[src/rtl/pipe_issue_ctrl_pkg.sv]
// Shared definitions for the pipeline issue controller.
// ID layout (LSB first): requester index [IDX_W-1:0], generation bit [IDX_W],
// zero padding above. The generation bit separates a reissued transaction
// from a stale completion of that requester's previous one.
package pipe_issue_ctrl_pkg;

  localparam int ADDRESS_WIDTH = 8;
  localparam int ID_WIDTH      = 4;

  function automatic logic [ID_WIDTH-1:0] make_id(input logic gen, input int idx,
                                                  input int idx_w);
    return ID_WIDTH'(idx) | (ID_WIDTH'(gen) << idx_w);
  endfunction

endpackage

[src/rtl/pipe_issue_ctrl_rr_arbiter.sv]
// rr_arbiter: round-robin one-hot grant.
//   req     - request vector (already qualified by the caller)
//   advance - when high and a grant is given, the pointer moves past the winner
//   grant   - one-hot grant, combinational
// The search starts at ptr_q (0 after reset) and wraps from N-1 to 0.
module rr_arbiter #(
  parameter  int N  = 4,
  localparam int PW = (N > 1) ? $clog2(N) : 1
) (
  input  logic         clk,
  input  logic         reset_n,
  input  logic [N-1:0] req,
  input  logic         advance,
  output logic [N-1:0] grant
);

  logic [PW-1:0] ptr_q, ptr_d;

  always_comb begin
    int   k;
    logic found;
    grant = '0;
    ptr_d = ptr_q;
    found = 1'b0;
    k     = 0;
    for (int off = 0; off < N; off++) begin
      k = int'(ptr_q) + off;
      if (k >= N) k = k - N;
      if (!found && req[k]) begin
        grant[k] = 1'b1;
        found    = 1'b1;
        if (advance) ptr_d = (k == N - 1) ? '0 : PW'(k + 1);
      end
    end
  end

  always_ff @(posedge clk or negedge reset_n) begin
    if (!reset_n) ptr_q <= '0;
    else          ptr_q <= ptr_d;
  end

endmodule

[src/rtl/pipe_issue_ctrl.sv]
// pipe_issue_ctrl: issues requests from NUM_REQ requesters into a pipeline
// head, tracks one outstanding transaction per requester, routes completions
// back and turns requester cancels into pipeline flushes.
//   req_valid/req_address/req_ready - requester issue handshake (ready one-hot)
//   cancel                          - per-requester abort of outstanding txn
//   pipe_valid/pipe_address/pipe_id - first pipeline stage, held while pipe_stall
//   pipe_flush/pipe_flush_id        - one flush per cycle
//   done_valid/done_id              - completion from the pipeline tail
//   resp_valid/resp_idx             - completion delivered to a requester
//   busy                            - requester has an outstanding txn
//   stale_cnt                       - saturating count of dropped completions
module pipe_issue_ctrl
  import pipe_issue_ctrl_pkg::*;
#(
  parameter  int NUM_REQ = 4,
  localparam int IDX_W   = $clog2(NUM_REQ)
) (
  input  logic                               clk,
  input  logic                               reset_n,
  input  logic [NUM_REQ-1:0]                 req_valid,
  input  logic [NUM_REQ*ADDRESS_WIDTH-1:0]   req_address,
  output logic [NUM_REQ-1:0]                 req_ready,
  input  logic [NUM_REQ-1:0]                 cancel,
  output logic [ADDRESS_WIDTH-1:0]           pipe_address,
  output logic [ID_WIDTH-1:0]                pipe_id,
  output logic                               pipe_valid,
  input  logic                               pipe_stall,
  output logic                               pipe_flush,
  output logic [ID_WIDTH-1:0]                pipe_flush_id,
  input  logic                               done_valid,
  input  logic [ID_WIDTH-1:0]                done_id,
  output logic                               resp_valid,
  output logic [IDX_W-1:0]                   resp_idx,
  output logic [NUM_REQ-1:0]                 busy,
  output logic [7:0]                         stale_cnt
);

  if (NUM_REQ < 2 || ID_WIDTH < IDX_W + 1) begin : g_cfg_chk
    $error("pipe_issue_ctrl: need NUM_REQ >= 2 and ID_WIDTH >= clog2(NUM_REQ)+1");
  end

  logic [NUM_REQ-1:0]                busy_q, busy_d, gen_q, gen_d, pend_q, pend_d;
  logic                              pipe_valid_q, pipe_valid_d;
  logic [ADDRESS_WIDTH-1:0]          pipe_addr_q, pipe_addr_d;
  logic [ID_WIDTH-1:0]               pipe_id_q, pipe_id_d;
  logic                              flush_q, flush_d;
  logic [ID_WIDTH-1:0]               flush_id_q, flush_id_d;
  logic                              resp_valid_q, resp_valid_d;
  logic [IDX_W-1:0]                  resp_idx_q, resp_idx_d;
  logic [7:0]                        stale_q, stale_d;

  logic [NUM_REQ-1:0][ID_WIDTH-1:0]  cur_id;
  logic [NUM_REQ-1:0]                eligible, arb_req, grant;
  logic [NUM_REQ-1:0]                done_hit, cxl_vec, flush_sel;
  logic                              slot_free;

  // gen_q toggles at grant, so the outstanding txn carries the inverted bit.
  always_comb begin
    for (int i = 0; i < NUM_REQ; i++) cur_id[i] = make_id(~gen_q[i], i, IDX_W);
  end

  // Grants are masked while reset is asserted so req_ready is low immediately.
  assign slot_free = !pipe_valid_q || !pipe_stall;
  assign eligible  = req_valid & ~busy_q & ~cancel;
  assign arb_req   = (slot_free && reset_n) ? eligible : '0;
  assign req_ready = grant;

  rr_arbiter #(.N(NUM_REQ)) u_rr_arbiter (
    .clk     (clk),
    .reset_n (reset_n),
    .req     (arb_req),
    .advance (slot_free),
    .grant   (grant)
  );

  always_comb begin
    busy_d       = busy_q;
    gen_d        = gen_q;
    pend_d       = pend_q;
    pipe_valid_d = pipe_valid_q;
    pipe_addr_d  = pipe_addr_q;
    pipe_id_d    = pipe_id_q;
    flush_d      = 1'b0;
    flush_id_d   = flush_id_q;
    resp_valid_d = 1'b0;
    resp_idx_d   = resp_idx_q;
    stale_d      = stale_q;

    // Completions: match against the live ID of a busy requester.
    for (int i = 0; i < NUM_REQ; i++)
      done_hit[i] = done_valid && busy_q[i] && (done_id == cur_id[i]);
    if (done_valid) begin
      if (|done_hit) begin
        resp_valid_d = 1'b1;
        for (int i = 0; i < NUM_REQ; i++)
          if (done_hit[i]) resp_idx_d = IDX_W'(i);
      end else if (stale_q != 8'hFF) begin
        stale_d = stale_q + 8'd1;
      end
    end
    busy_d = busy_d & ~done_hit;

    // Cancels: new and pending merge; a same-cycle completion wins.
    // Pending requesters stay busy until their flush goes out.
    cxl_vec   = ((cancel & busy_q) | pend_q) & busy_q & ~done_hit;
    flush_sel = cxl_vec & (~cxl_vec + NUM_REQ'(1));
    pend_d    = cxl_vec & ~flush_sel;
    if (|cxl_vec) begin
      flush_d = 1'b1;
      for (int i = 0; i < NUM_REQ; i++)
        if (flush_sel[i]) flush_id_d = cur_id[i];
      busy_d = busy_d & ~flush_sel;
    end

    // Issue slot.
    if (slot_free) begin
      pipe_valid_d = 1'b0;
      for (int i = 0; i < NUM_REQ; i++) begin
        if (grant[i]) begin
          pipe_valid_d = 1'b1;
          pipe_addr_d  = req_address[i*ADDRESS_WIDTH +: ADDRESS_WIDTH];
          pipe_id_d    = make_id(gen_q[i], i, IDX_W);
          busy_d[i]    = 1'b1;
          gen_d[i]     = ~gen_q[i];
        end
      end
    end else begin
      // Held txn whose requester is cancelling never enters the pipeline.
      for (int i = 0; i < NUM_REQ; i++)
        if (cxl_vec[i] && cur_id[i] == pipe_id_q) pipe_valid_d = 1'b0;
    end
  end

  always_ff @(posedge clk or negedge reset_n) begin
    if (!reset_n) begin
      busy_q       <= '0;
      gen_q        <= '0;
      pend_q       <= '0;
      pipe_valid_q <= 1'b0;
      pipe_addr_q  <= '0;
      pipe_id_q    <= '0;
      flush_q      <= 1'b0;
      flush_id_q   <= '0;
      resp_valid_q <= 1'b0;
      resp_idx_q   <= '0;
      stale_q      <= '0;
    end else begin
      busy_q       <= busy_d;
      gen_q        <= gen_d;
      pend_q       <= pend_d;
      pipe_valid_q <= pipe_valid_d;
      pipe_addr_q  <= pipe_addr_d;
      pipe_id_q    <= pipe_id_d;
      flush_q      <= flush_d;
      flush_id_q   <= flush_id_d;
      resp_valid_q <= resp_valid_d;
      resp_idx_q   <= resp_idx_d;
      stale_q      <= stale_d;
    end
  end

  assign pipe_valid    = pipe_valid_q;
  assign pipe_address  = pipe_addr_q;
  assign pipe_id       = pipe_id_q;
  assign pipe_flush    = flush_q;
  assign pipe_flush_id = flush_id_q;
  assign resp_valid    = resp_valid_q;
  assign resp_idx      = resp_idx_q;
  assign busy          = busy_q;
  assign stale_cnt     = stale_q;

endmodule

[config.mk]
export PLATFORM = sky130hd
export DESIGN_NAME = pipe_issue_ctrl
export DESIGN_NICKNAME = d
export VERILOG_FILES = /design/src/rtl/pipe_issue_ctrl_pkg.sv /design/src/rtl/pipe_issue_ctrl_rr_arbiter.sv /design/src/rtl/pipe_issue_ctrl.sv
export SDC_FILE = /design/constraint.sdc
export NUM_CORES = 1
export LEC_CHECK = 0
export BUFFER_PORTS_ARGS = -buffer_cell sky130_fd_sc_hd__buf_2
export CAP_MARGIN = 0
export CELL_PAD_IN_SITES_DETAIL_PLACEMENT = 0
export CELL_PAD_IN_SITES_GLOBAL_PLACEMENT = 2
export CORE_MARGIN = 1.5
export CORE_UTILIZATION = 32
export DETAILED_ROUTE_END_ITERATION = 6
export GPL_TIMING_DRIVEN = 1
export PLACE_DENSITY_LB_ADDON = 0.1
export SLEW_MARGIN = 15
export SYNTH_ARGS = -nofsm -noshare
export SYNTH_HDL_FRONTEND = slang
export SYNTH_HIERARCHICAL = 1
export SYNTH_SLANG_ARGS = --single-unit
[constraint.sdc]
create_clock -name clk -period 9.8 [get_ports clk]
set_input_delay 0.49 -clock clk [delete_from_list [all_inputs] [get_ports clk]]
set_output_delay 0.49 -clock clk [all_outputs]
set_load 0.03 [all_outputs]
==> results.cfg <==
[placement]
place_area_um2 = 3140
hpwl_mm = 5.11
gp_congestion = 0.830
portBuffers = 82
dp.cells = 461

[worst_setup_path]
critPathKind = flip-flop to output port
cp-start-kind = flip-flop
cp_max_fo = 24
cp.required_ps = 9310
endpoint_kind = output port
cp.arrival_ps = 3890

[global_route]
grt_first_pass_wirelength_mm = 11.6
grt_start_max_net_pins = 42
grt-ovfl-total = 0
grtUsageTotal = 0.165
antenna_found_initial = 0
first_global_vias = 2299

[outcome]
status = finished, final reports clean

[synthesis]
ys_types = 58
yosys.area_share.simple = 0.174
synth_seq_cells = 40
synth_mux_area_frac = 0.0844
synth_fa_ha_area_frac = 0.0373
netlist_area_um2 = 2680
synth_cells = 290
synth_top_family_by_area = compound AO/OA/AOI/OAI gates
synth_compound_area_frac = 0.208
synth-xor-area-share = 0.0653
avgSynthCellArea_um2 = 9.25
yosysWarnings = 6
async_flop_share = 1.00
yosysSeqAreaShare = 0.373
synth_edf_count = 0
synth-main-ff-cell = dfrtp_1

[hold_path]
holdCritPathClass = input port to async pin

[detailed_routing]
drtIter0Drc = 105
post-route-drc-count = 0
dr_total_vias = 2366
wl_per_cell_um = 14.9
detail-route-antenna-nets = 0
dr.pass1.iters = 4
routed_via_density = 5.04
drt-total-wl_mm = 6.97

[floorplanning]
core_um2 = 8180
die_w_um = 94.6
die-area_um2 = 8940
die_h_um = 94.6
pin_count = 85
rows = 33
start_util = 0.328

[pwr]
powerDensity_nw_per_um2 = 349
p_leak_nw = 1.51
ir_drop_mv = 0.173

[clock_network]
root_buffer = clkbuf_8
ctsHoldBuffers = 0
clk_latency_ps = 290
htree_levels = 2
cts_resized = 0
clock_sinks = 40
post_cts_buffers = 0
cts_tree = built
clk_pin_slew_ps = 80
cts_buffers = 5
clock_path_buffers = 2

[sta]
fmax_mhz = 228
min_period_over_period = 0.447
setup-violations-final = 0
hold_slack_ps = 250
worst_slew_pin_slew_ps = 905
fin_skew_ps = 9.40
fin_crit_ps = 4380
fin_setup_tns_ps = 0
finalHoldViolCount = 0
slew_violations = 0
rsz0062_at_grt = no
relSlewSlack = 0.388

[finish]
nets = 419
diodes = 0
syn_to_final_growth_pct = 21.6
drive_gt1_frac = 0.294
design_area_um2 = 3260
final_cells = 469

[job]
max_cap_viol_count = 0
[flip-flops by register name, indices dropped and copies added, names as in the netlist]
name	cells
u_rr_arbiter/ptr_q	2
resp_idx	2
pend_q	3
pipe_valid	1
resp_valid	1
pipe_flush_id	3
pipe_address	8
stale_cnt	8
busy	4
pipe_flush	1
pipe_id	3
gen_q	4
[through the flow]
step / power (mW) / worst slack (ps) / util
2_1_floorplan: 0.838 / 6070 / -
3_3_place_gp: 0.999 / 5430 / 0.384
3_5_place_dp: 0.999 / 5250 / 0.384
4_1_cts: 1.16 / 5400 / 0.399
5_1_grt: 1.24 / 4960 / 0.399
6_report: 1.14 / 5420 / 0.399
[layout make-up]
cell class	count	area, um^2
Clock buffer	7	96.3
Clock inverter	1	30.0
Fill cell	877	4910
Inverter	12	45.0
Multi-Input combinational cell	220	1530
Sequential cell	40	1000
Tap cell	105	131
Timing Repair Buffer	84	425
[critical path, stage by stage, from the launching register on]
cell     delay (ps)
dfrtp_1         390
nand2_1         370
nand2_1         190
nor4b_1         830
mux2i_1         280
a21oi_2         460
a221o_1         750
buf_2           330
[cells in the mapped netlist (9+ instances only)]
| cell type | count | area [um^2] |
|---|---|---|
| nand2_1 | 27 | 101 |
| a21oi_1 | 17 | 85.1 |
| xor2_1 | 12 | 105 |
| o21a_1 | 10 | 75.1 |
| clkbuf_1 | 11 | 41.3 |
| dfrtp_1 | 40 | 1000 |
| o211ai_1 | 10 | 75.1 |
| inv_1 | 12 | 45.0 |
| o21ai_0 | 9 | 45.0 |
| nor2_1 | 30 | 113 |
| mux2i_1 | 11 | 110 |
[worst paths after layout]
check,cells after the start,start,endpoint,slack [ps]
setup reg to reg,12,pipe_valid,pipe_valid,5570
hold / removal,2,reset_n,pipe_flush,250
setup / recovery,7,pipe_valid,req_ready[2],5420
hold reg to reg,1,pipe_address[0],pipe_address[0],500
max in group asynchronous,2,reset_n,u_rr_arbiter/ptr_q[0],9170
min in group clk,1,pipe_address[0],pipe_address[0],500
[cell usage in the layout, fill, tap and decap left out, types with 6 or more instances in the layout]
| master | Yosys | layout |
|---|---|---|
| buf_2 | 1 | 82 |
| clkbuf_8 | 0 | 7 |
| nand2_1 | 27 | 27 |
| xnor2_1 | 8 | 8 |
| o211ai_1 | 10 | 10 |
| nor2_1 | 30 | 30 |
| dfrtp_1 | 40 | 40 |
| mux2i_1 | 11 | 11 |
| o21a_1 | 10 | 10 |
| a21oi_1 | 17 | 17 |
| nor3_1 | 6 | 6 |
| o21ai_0 | 9 | 9 |
| inv_1 | 12 | 12 |
| xor2_1 | 12 | 12 |
| a221o_1 | 6 | 6 |
| ha_1 | 8 | 8 |
[where the power goes]
part           switching, mW  total (mW)  internal (mW)
clock                 0.0585       0.148         0.0899
combinational          0.411       0.662          0.251
sequential            0.0867       0.328          0.241
[kinds of logic (layout without fill, tap and decap cells)]
logic type                 count (synthesis)  count (layout)
xor gates and xnor gates                  20              20
adders and majority gates                  8               8
other                                      1               2
and+or+nand+nor                           94              94
buffers and inverters                     31             104
AOI/OAI and AO/OA                         78              78
muxes                                     18              18
DFF                                       40              40
[layer usage]
| layer | vias to the layer above | global-route usage | share of wire |
|---|---|---|---|
| li1 | 1185 | - | - |
| met1 | 1131 | 0.231 | 0.48 |
| met2 | 48 | 0.266 | 0.49 |
| met3 | 2 | 0.0266 | 0.035 |
| met4 | 0 | 0.0361 | 0.0043 |
| met5 | - | 0 | 0 |
No activity file was read; power rests on OpenSTA's default activity.
